<file path="src/rtl/retention_bank.sv">
// retention_bank: PMU retention store that saves NUM_REGS words over valid/ready and streams them back in order.
// Define RET_PARITY_EN to store an even-parity bit per word and flag corrupted words on restore.
module retention_bank #(
  parameter int DATA_W = 32,
  parameter int NUM_REGS = 16,
  parameter int T_WAIT = 5,
  localparam int AW = $clog2(NUM_REGS),
  localparam int CW = (T_WAIT > 0) ? $clog2(T_WAIT + 1) : 1
) (
  input  logic              clk,
  input  logic              rst,
  input  logic              save_req,
  input  logic              restore_req,
  input  logic              abort,
  input  logic [DATA_W-1:0] save_data,
  input  logic              save_valid,
  output logic              save_ready,
  output logic [DATA_W-1:0] restore_data,
  output logic              restore_valid,
  input  logic              restore_ready,
  output logic [AW-1:0]     restore_addr,
  output logic              busy,
  output logic              done,
  output logic              mem_valid,
  output logic              err
);
`ifdef RET_PARITY_EN
  localparam int MW = DATA_W + 1;
`else
  localparam int MW = DATA_W;
`endif
  localparam logic [AW-1:0] LAST = AW'(NUM_REGS - 1);
  localparam logic [CW-1:0] TOP = CW'(T_WAIT);
  typedef enum logic [1:0] {IDLE, SAVE, RESTORE} state_t;
  state_t            r_state;
  logic [AW-1:0]     r_addr;
  logic [CW-1:0]     r_cnt;
  logic [MW-1:0]     r_mem [NUM_REGS];
  logic              r_err;
  logic              r_done;
  logic              r_mem_valid;
  logic              r_rvalid;
  logic [DATA_W-1:0] r_rdata;
  logic [AW-1:0]     r_raddr;
  logic              w_window;
  logic              w_save_xfer;
  logic              w_rest_xfer;
  logic              w_load;
  logic              w_par_err;
  logic [MW-1:0]     w_entry;

  assign w_window = r_cnt == TOP;
  assign save_ready = r_state == SAVE && w_window;
  // abort beats any same-cycle handshake, so the word in flight is dropped
  assign w_save_xfer = save_ready && save_valid && !abort;
  assign w_rest_xfer = r_state == RESTORE && r_rvalid && restore_ready && !abort;
  assign w_load = r_state == RESTORE && !r_rvalid && w_window && !abort;
  assign busy = r_state != IDLE;
  assign done = r_done;
  assign mem_valid = r_mem_valid;
  assign restore_valid = r_rvalid;
  assign restore_data = r_rdata;
  assign restore_addr = r_raddr;
  assign err = r_err | w_par_err;

`ifdef RET_PARITY_EN
  logic r_rpar;
  assign w_entry = {^save_data, save_data};
  assign w_par_err = w_rest_xfer && ((^r_rdata) != r_rpar);
  always_ff @(posedge clk or posedge rst)
    if (rst) r_rpar <= 1'b0;
    else if (w_load) r_rpar <= r_mem[r_addr][DATA_W];
`else
  assign w_entry = save_data;
  assign w_par_err = 1'b0;
`endif

  always_ff @(posedge clk)
    if (w_save_xfer) r_mem[r_addr] <= w_entry;

  always_ff @(posedge clk or posedge rst)
    if (rst) begin
      r_state <= IDLE;
      r_addr <= '0;
      r_cnt <= '0;
      r_err <= 1'b0;
      r_done <= 1'b0;
      r_mem_valid <= 1'b0;
      r_rvalid <= 1'b0;
      r_rdata <= '0;
      r_raddr <= '0;
    end else begin
      r_done <= 1'b0;
      r_err <= 1'b0;
      case (r_state)
        IDLE: begin
          r_addr <= '0;
          r_cnt <= '0;
          if (save_req) begin
            r_state <= SAVE;
            r_mem_valid <= 1'b0;
          end else if (restore_req && r_mem_valid) r_state <= RESTORE;
          else if (restore_req) r_err <= 1'b1;
        end
        SAVE:
          if (abort) r_state <= IDLE;
          else if (w_save_xfer) begin
            r_cnt <= '0;
            r_addr <= r_addr + AW'(1);
            if (r_addr == LAST) begin
              r_state <= IDLE;
              r_done <= 1'b1;
              r_mem_valid <= 1'b1;
            end
          end else if (!w_window) r_cnt <= r_cnt + CW'(1);
        RESTORE:
          if (abort) begin
            r_state <= IDLE;
            r_rvalid <= 1'b0;
          end else if (w_rest_xfer) begin
            r_rvalid <= 1'b0;
            r_cnt <= '0;
            r_addr <= r_addr + AW'(1);
            if (r_addr == LAST) begin
              r_state <= IDLE;
              r_done <= 1'b1;
            end
          end else if (w_load) begin
            r_rvalid <= 1'b1;
            r_rdata <= r_mem[r_addr][DATA_W-1:0];
            r_raddr <= r_addr;
          end else if (!w_window) r_cnt <= r_cnt + CW'(1);
        default: r_state <= IDLE;
      endcase
    end
endmodule

</file>
<file path="config.mk">
export PLATFORM = sky130hd
export DESIGN_NAME = retention_bank
export DESIGN_NICKNAME = d
export VERILOG_FILES = /design/src/rtl/retention_bank.sv
export SDC_FILE = /design/constraint.sdc
export NUM_CORES = 1
export LEC_CHECK = 0
export ABC_AREA = 1
export BUFFER_PORTS_ARGS = -buffer_cell sky130_fd_sc_hd__buf_2
export CORE_AREA = 3 3 260 211
export CTS_CLUSTER_SIZE = 16
export DETAILED_ROUTE_END_ITERATION = 6
export DIE_AREA = 0 0 263 214
export SLEW_MARGIN = 5
export SYNTH_ARGS = -nofsm -noshare
export SYNTH_HDL_FRONTEND = slang
export SYNTH_SLANG_ARGS = --single-unit
</file>
<file path="constraint.sdc">
create_clock -name clk -period 5.3 [get_ports clk]
set_input_delay 1.06 -clock clk [delete_from_list [all_inputs] [get_ports clk]]
set_output_delay 1.06 -clock clk [all_outputs]
set_load 0.1 [all_outputs]
</file>
==> metrics.cfg <==
[placed_design]
place_congestion = 0.787
numPortBuffers = 80
dp.final_hpwl_um = 30600

[grt]
grt_max_degree = 196
antenna_found_initial = 0
grt_overflow_total = 0
grt_usage_pct = 20.0
grt_pass1_vias = 15000
grt_pass1_wl_um = 88200

[power]
powerDensity_nw_per_um2 = 412
p_leak_nw = 10.9
peakVddDrop_v = 0.000255

[synthesis]
syn_inst = 2240
muxShareOfSynthArea_pct = 0
yosysWarnings = 0
synth_adder_area_share_pct = 0.530
synth_compound_area_share_pct = 1.85
syn-num-nets = 2289
synth-xor-area-share_pct = 0.149
synth-seq-area-share_pct = 70.4
synth_area_per_cell_um2 = 10.5
synth.cell_area_um2 = 23600
yosys_register_bits = 561
ys_types = 23
synth-simple-area-share_pct = 19.9
synth_top_family_by_area = simple AND/OR/NAND/NOR gates

[cts]
cts_hold_buffers = 0
clockBufferDepth = 3
htree_levels = 2
clock_latency_ns = 0.61
post_cts.resized_instances = 0
clkTransAtPathRegs_ns = 0.06
cts_tree = yes
post-cts-setup-buffer-count = 0
root_buffer = clkbuf_16
cts_buffers = 55
clock_sinks = 561

[setup_path]
ff2ff_setup_slack_ns = 2.10
critPathCaptureType = register
rr_endpoint = r_mem[13][21]
r2r-start = r_addr[1]
crit_arrival_ns = 3.49
cp.required_ns = 5.59
cp_max_fo = 52
reg2reg_depth = 5
worstSetupPathType = reg2reg
worst_setup_path_start_kind = register

[routing]
viasPerCell = 5.06
drc_errors = 0
first_iter_violations = 1384
routed_wirelength_um = 56500
wl_per_cell_um = 18.6
ant_nets = 0
first_pass_iters = 5
vias = 15300

[worst_hold_path]
hp-class = in2async

[timing]
timing.final.crit_share_pct = 60.3
whs_ns = 0.479
period_needed_ns = 3.20
tightest_slew_ns = 1.25
grt_setup_unrepaired = no
drv_slew = 0
setup_viol = 0
finalClockSkew_ns = 0.0175
relSlewSlack_pct = 16.3
max_freq_mhz = 313
tns_ns = 0
hold_viol = 0

[cells_and_area]
final_net_count = 2343
syn_to_final_growth_pct = 12.2
diodes = 0
drive_gt1_share_pct = 8.89

[floorplanning]
num_rows = 75
die_area_um2 = 56300
start_util_pct = 45.1
dieWidth_um = 263
ios = 81
dieHeight_um = 214
fp.coreArea_um2 = 52400

[status]
status = completed

[run]
maxCapViolCount = 0

-- final cells by class --
class	instances	area [um2]
Tap cell	693	867
Clock buffer	71	1510
Sequential cell	561	16600
Timing Repair Buffer	103	618
Clock inverter	31	260
Multi-Input combinational cell	1262	5440
Fill cell	4688	25900
Inverter	311	1170
-- logic make-up after synthesis --
| logic type | Yosys count |
|---|---|
| and+or+nand+nor | 1162 |
| DFF | 561 |
| buffers and inverters | 417 |
| AOI/OAI and AO/OA | 86 |
| adders and majority gates | 10 |
| xor gates and xnor gates | 4 |
-- metrics by stage --
| stage | std cells | utilization, % | worst slack [ns] | area (um2) | power (mW) |
|---|---|---|---|---|---|
| 3_5_place_dp | 2929 | 47.1 | 1.82 | 24700 | 7.18 |
| 4_1_cts | 3031 | 50.5 | 2.05 | 26400 | 11.0 |
| 2_1_floorplan | 2240 | - | 0.219 | 23600 | 6.63 |
| 5_1_grt | 3032 | 50.6 | 1.92 | 26500 | 11.4 |
| 3_3_place_gp | 2929 | 47.1 | 1.86 | 24700 | 7.15 |
| 6_report | 3032 | 50.6 | 2.10 | 26500 | 10.9 |
-- sequential cells by signal (all words and copies together) (netlist names) --
name,count
r_addr,4
r_mem,512
done,1
restore_valid,1
restore_addr,4
err,1
r_cnt,3
restore_data,32
mem_valid,1
r_state,2
-- layout by cell type, fill, tap and decap left out, drive strengths merged --
| cell | n |
|---|---|
| a211oi | 1 |
| a21oi | 3 |
| buf | 103 |
| bufinv | 4 |
| clkbuf | 71 |
| clkinv | 27 |
| clkinvlp | 1 |
| dfrtp | 49 |
| edfxtp | 512 |
| ha | 10 |
| inv | 310 |
| nand2 | 676 |
| nand3 | 265 |
| nand4 | 1 |
| nor2 | 219 |
| nor3 | 1 |
| o211ai | 1 |
| o21ai | 81 |
| xnor2 | 1 |
| xor2 | 3 |
-- Yosys cell counts (all sizes together) --
library cell,number,area (um2)
o211ai,1,7.51
o21ai,81,405
inv,311,1170
nand3,265,1330
nor3,1,5.00
a211oi,1,7.51
nor2,219,825
xor2,3,26.3
ha,10,125
dfrtp,49,1230
clkbuf,20,75.1
nand4,1,6.26
buf,86,452
nand2,676,2540
xnor2,1,8.76
a21oi,3,15.0
edfxtp,512,15400
-- worst max-delay path: stages (launching register included) --
cell and delay [ns]:
dfrtp_4 0.74, clkinv_2 0.48, ha_1 0.24, nand2_1 0.22, nor2_4 0.84, buf_4 0.34
-- where the power goes --
part	switching, mW	total [mW]	internal (mW)
Sequential	0.0983	4.96	4.87
Combinational	1.53	2.10	0.571
Clock	1.64	3.83	2.19
Total	3.28	10.9	7.63
-- how the worst max path moves through the flow --
stage,startpoint,slack (ns),end
after floorplan,r_state[1],0.22,r_mem[15][0]
after global placement,abort,1.86,r_mem[13][25]
after detailed placement,abort,1.82,r_mem[13][26]
after CTS,r_addr[1],2.05,r_mem[13][22]
after global routing,r_state[1],1.92,r_mem[13][22]
final,r_addr[1],2.10,r_mem[13][21]
-- metal layers --
layer	global-route usage (%)	up-vias	share of wire [%]
li1	-	7374	-
met3	3.38	78	6.0
met4	5.14	0	1.8
met2	31.9	440	46
met5	0	-	0
met1	28.8	7446	47
Note: power is estimated with default switching activity, not from simulation.
